==> src/rtl/div_unit.sv <==
// div_unit: iterative RV32M divider (DIV, DIVU, REM, REMU).
// Radix-2 restoring division, one quotient bit per cycle. Results go back
// through the register file write port, with writes to x0 suppressed here.
module div_unit (
  input  logic        clk,
  input  logic        rst,
  input  logic        start,
  input  logic [1:0]  op,
  input  logic [31:0] rs1_d,
  input  logic [31:0] rs2_d,
  input  logic [4:0]  rd_in,
  input  logic        flush,
  output logic        ready,
  output logic        done,
  output logic        write_e,
  output logic [4:0]  rd_out,
  output logic [31:0] result
);

  typedef enum logic [1:0] {
    IDLE = 2'd0,
    CALC = 2'd1,
    FIX  = 2'd2,
    DONE = 2'd3
  } state_t;

  state_t      r_state;
  logic [5:0]  r_cnt;
  logic [32:0] r_rem;
  logic [31:0] r_quo;
  logic [31:0] r_div;
  logic [1:0]  r_op;
  logic        r_neg_q;
  logic        r_neg_r;
  logic [4:0]  r_rd;
  logic [31:0] r_result;

  // op[0]=0 selects the signed variants (DIV, REM); op[1]=1 selects remainder.
  logic        w_signed;
  logic        w_a_neg;
  logic        w_b_neg;
  logic [31:0] w_a_mag;
  logic [31:0] w_b_mag;
  logic        w_div_zero;
  logic        w_overflow;
  logic [32:0] w_shift;
  logic [33:0] w_trial;
  logic [31:0] w_rem_final;
  logic [31:0] w_quo_final;

  assign w_signed   = ~op[0];
  assign w_a_neg    = w_signed & rs1_d[31];
  assign w_b_neg    = w_signed & rs2_d[31];
  // Magnitude of 0x80000000 is itself, which is correct as an unsigned value.
  assign w_a_mag    = w_a_neg ? (32'd0 - rs1_d) : rs1_d;
  assign w_b_mag    = w_b_neg ? (32'd0 - rs2_d) : rs2_d;
  assign w_div_zero = (rs2_d == 32'd0);
  assign w_overflow = w_signed & (rs1_d == 32'h8000_0000) & (rs2_d == 32'hFFFF_FFFF);

  // Shift {rem, quo} left by one, then trial-subtract the divisor; bit 33 is the borrow.
  assign w_shift = {r_rem[31:0], r_quo[31]};
  assign w_trial = {1'b0, w_shift} - {2'b00, r_div};

  assign w_rem_final = r_neg_r ? (32'd0 - r_rem[31:0]) : r_rem[31:0];
  assign w_quo_final = r_neg_q ? (32'd0 - r_quo) : r_quo;

  // Control FSM and datapath registers; flush aborts and has priority over start.
  always_ff @(posedge clk or posedge rst) begin
    if (rst) begin
      r_state  <= IDLE;
      r_cnt    <= 6'd0;
      r_rem    <= 33'd0;
      r_quo    <= 32'd0;
      r_div    <= 32'd0;
      r_op     <= 2'd0;
      r_neg_q  <= 1'b0;
      r_neg_r  <= 1'b0;
      r_rd     <= 5'd0;
      r_result <= 32'd0;
    end else if (flush) begin
      r_state <= IDLE;
    end else begin
      case (r_state)
        IDLE: begin
          if (start) begin
            r_op    <= op;
            r_rd    <= rd_in;
            r_neg_q <= w_a_neg ^ w_b_neg;
            r_neg_r <= w_a_neg;
            r_div   <= w_b_mag;
            r_quo   <= w_a_mag;
            r_rem   <= 33'd0;
            r_cnt   <= 6'd0;
            if (w_div_zero) begin
              r_result <= op[1] ? rs1_d : 32'hFFFF_FFFF;
              r_state  <= DONE;
            end else if (w_overflow) begin
              r_result <= op[1] ? 32'd0 : 32'h8000_0000;
              r_state  <= DONE;
            end else begin
              r_state <= CALC;
            end
          end else begin
            r_state <= IDLE;
          end
        end
        CALC: begin
          if (w_trial[33]) begin
            r_rem <= w_shift;
          end else begin
            r_rem <= w_trial[32:0];
          end
          r_quo <= {r_quo[30:0], ~w_trial[33]};
          r_cnt <= r_cnt + 6'd1;
          if (r_cnt == 6'd31) begin
            r_state <= FIX;
          end else begin
            r_state <= CALC;
          end
        end
        FIX: begin
          r_result <= r_op[1] ? w_rem_final : w_quo_final;
          r_state  <= DONE;
        end
        DONE: begin
          r_state <= IDLE;
        end
        default: begin
          r_state <= IDLE;
        end
      endcase
    end
  end

  assign ready   = (r_state == IDLE);
  assign done    = (r_state == DONE);
  assign write_e = done & (r_rd != 5'd0);
  assign rd_out  = r_rd;
  assign result  = r_result;

endmodule

==> config.mk <==
export PLATFORM = sky130hd
export DESIGN_NAME = div_unit
export DESIGN_NICKNAME = d
export VERILOG_FILES = /design/src/rtl/div_unit.sv
export SDC_FILE = /design/constraint.sdc
export NUM_CORES = 1
export LEC_CHECK = 0
export BUFFER_PORTS_ARGS = -buffer_cell sky130_fd_sc_hd__buf_2
export CELL_PAD_IN_SITES_DETAIL_PLACEMENT = 1
export CELL_PAD_IN_SITES_GLOBAL_PLACEMENT = 1
export CORE_MARGIN = 4
export CORE_UTILIZATION = 35
export DETAILED_ROUTE_END_ITERATION = 10
export PLACE_DENSITY = 0.65
export SLEW_MARGIN = 20
export SYNTH_ARGS = -nofsm -noshare
export SYNTH_HDL_FRONTEND = slang
export SYNTH_SLANG_ARGS = --single-unit
==> constraint.sdc <==
create_clock -name clk -period 3.9 [get_ports clk]
set_input_delay 0.39 -clock clk [delete_from_list [all_inputs] [get_ports clk]]
set_output_delay 0.39 -clock clk [all_outputs]
set_load 0.05 [all_outputs]
==> run_results.csv <==
group,metric,value,unit
logic_synthesis,syn-instance-count,1359,
sta,skew,0.0147,ns
logic_synthesis,synth_top_area_share,33.1,%
sta,min_period_over_period,84.8,%
cts,clock-root-buffer,"clkbuf_16",
global_route,gr-total-overflow,0,
setup_path,arrival,3.63,ns
layout,diodes,0,
placed_design,gp_congestion,0.854,
layout,areaGrowthSynthToFinish,15.6,%
setup_path,cp_cell_sequence,"or4_4 > or4_4 > or4_4 > or3_4 > o31ai_2 > xnor2_1 > nor2_2 > o41ai_2",
sta,setup_violations,0,
sta,finalHoldViolCount,0,
cts,ctsHoldBuffers,0,
placed_design,dp_hpwl,27.9,mm
layout,nNetsFinal,1569,
logic_synthesis,synth_area,10900,µm²
cts,clk_latency,0.43,ns
sta,finalSetupTns,0,ns
logic_synthesis,synth.area.top_cells,"dfrtp_1 (33%), o21ai_0 (7.5%), nand2_1 (6.9%)",
drt,route.detailed.drc,0,
logic_synthesis,syn_area_per_cell,8.01,µm²
die,row_count,64,
setup_path,worst-setup-path-type,"reg -> reg",
layout,layout-drive-gt1-share,13.9,%
sta,tightest_slew,0.903,ns
die,ios,115,
layout,n_fill_cell,3735,
sta,rsz0062_at_grt,"no",
cts,postCtsSetupRepairBufs,0,
global_route,track_usage,21.6,%
pwr,finalPower,8.59,mW
setup_path,critPathMaxStageDelay,0.56,ns
logic_synthesis,postSynth.asyncResetShare,100,%
logic_synthesis,synth_seq_area_share,33.1,%
drt,drt_wl_total,36.7,mm
pwr,ir_worst_vdd,0.372,mV
cts,cts_resized,0,
logic_synthesis,yosysUniqueCellTypes,65,
global_route,antenna_found_initial,0,
die,die_y,184,µm
cts,clock-sinks,144,
logic_synthesis,yosysMostFrequentCell,"nand2_1",
sta,finalMaxSlewViolations,0,
layout,final_cell_count_no_fill,1864,
drt,wl_per_cell,19.7,µm
setup_path,critPathCaptureType,"register",
drt,firstDrtPassIters,5,
hold_path,hold_class,"in -> reg",
cts,clkTransAtPathRegs,0.07,ns
layout,utilization,41.1,%
pwr,leakage,5.48,nW
logic_synthesis,ys_seq_elements,144,
cts,htreeDepth,4,
setup_path,critPathSlowestCell,"or4_4",
setup_path,cp.required,4.22,ns
cts,cts_tree,"built",
global_route,grt_pass1_vias,10500,
die,fp.dieW,184,µm
logic_synthesis,synth_top_area_cell,"dfrtp_1",
sta,slew_headroom,39.8,%
cts,clock_tree.buffer_depth,2,
pwr,powerDensity,682,nW/µm²
status,outcome,"completed",
sta,fin_crit,3.31,ns
die,die_area,34000,µm²
die,initial_core_util,35.5,%
logic_synthesis,ys.flop_type,"dfrtp_1",
logic_synthesis,synth_edf_count,0,
setup_path,cp_common_cell,"or4_4",
setup_path,critPathLaunchType,"register",
global_route,grt_pass1_wl,59.1,mm
logic_synthesis,synth_nets,1473,
drt,ant_nets,0,
die,coreArea,30700,µm²
logic_synthesis,synth_common_cells,"nand2_1 (200), o21ai_0 (163), dfrtp_1 (144), nor2_1 (83), xnor2_1 (76)",
placed_design,dp_cells,1832,
drt,vias_per_cell,5.63,
flow_run,cap_violations,0,
placed_design,port_buffers,114,
sta,fmax,302,MHz
logic_synthesis,yosys_warnings,0,
global_route,grt_max_degree,145,
drt,vias,10500,
cts,cts_made_buffers,17,
setup_path,crit_fanout,5,
drt,drt_iter0_markers,558,
==> placed cells by master (no fill, tap or decap), drive strengths merged, types with 4 or more instances in the layout <==
cell      count
or4          21
a31oi         8
a21oi        71
o22ai        34
mux2i        14
buf         150
o41ai        17
o211ai        5
o21a          6
clkinv        4
o31ai        37
and2          6
nand2       200
clkbuf       20
a32oi        10
xor2         68
o311ai       11
o221ai       14
clkinvlp      4
nor3         22
nand4        16
or3          18
nand3        22
o21ai       167
a211oi       18
xnor2        76
and3          8
nor4         12
nor2b         6
dfrtp       144
ha           38
inv          56
nor2         84
o21bai        5
nand2b       35
a21o          8
==> layout make-up <==
type | count | area [µm²] | share of cell area [%]
Sequential cell | 144 | 3600 | 28.6
Multi-Input combinational cell | 1087 | 6800 | 54.0
Clock inverter | 12 | 158 | 1.25
Inverter | 55 | 210 | 1.67
Tap cell | 396 | 495 | 3.94
Timing Repair Buffer | 150 | 866 | 6.88
Clock buffer | 20 | 457 | 3.63
==> per-stage QoR <==
| step | worst slack [ns] | hold WS [ns] | area, µm² |
|---|---|---|---|
| after CTS | 0.586 | 0.142 | 12600 |
| after floorplan | 0.654 | 0.450 | 10900 |
| after global placement | 0.409 | 0.462 | 12000 |
| after detailed placement | 0.359 | 0.473 | 12000 |
| after global routing | 0.434 | 0.155 | 12600 |
| final | 0.592 | 0.152 | 12600 |
==> critical path: cells and delay by family (launching register included) <==
kind	cells	cell delay, ns
and+or+nand+nor	5	2.09
xor gates and xnor gates	1	0.18
AOI/OAI and AO/OA	2	0.49
DFF	1	0.45
==> kinds of logic (layout without fill, tap and decap cells) <==
| kind of cell | Yosys count | after routing | synth area share, % |
|---|---|---|---|
| fa+ha+maj | 39 | 39 | 4.55 |
| mux | 14 | 14 | 1.29 |
| xor+xnor | 144 | 144 | 11.6 |
| flops | 144 | 144 | 33.1 |
| compound gates | 428 | 428 | 24.6 |
| buf+inv | 128 | 237 | 4.66 |
| simple gates | 462 | 462 | 20.2 |
==> layer usage <==
metal | routed length, µm | part of all wire, % | GRT usage [%]
met1 | 17700 | 48 | 30.7
met2 | 17100 | 47 | 35.7
met3 | 1390 | 3.8 | 2.51
met4 | 502 | 1.4 | 4.67
met5 | 0 | 0 | 0
==> registers in the layout (all words and copies together) (netlist names) <==
name and flops:
r_div 32, r_cnt 6, rd_out 5, r_neg_q 1
r_rem 32, r_quo 32, r_op 1, r_neg_r 1
result 32, r_state 2
==> path summary, 6_finish.rpt <==
| path | startpoint | slack [ns] | end | cells after the start |
|---|---|---|---|---|
| min in group asynchronous | rst | 0.19 | result[10] | 3 |
| worst max-delay path | r_quo[5] | 0.59 | result[31] | 8 |
| worst max register to register | r_quo[5] | 0.59 | result[31] | 8 |
| worst min-delay path | rd_in[3] | 0.15 | rd_out[3] | 3 |
| worst min register to register | r_div[21] | 0.48 | r_div[21] | 2 |
| max in group asynchronous | rst | 3.10 | rd_out[0] | 3 |
==> power by group <==
part           switching (mW)  leakage [nW]  total (mW)  internal [mW]
clock                   0.689         0.293        1.73           1.04
sequential              0.516          1.87        2.36           1.85
combinational            2.78          3.32        4.49           1.72
Note: power is estimated with default switching activity, not from simulation.
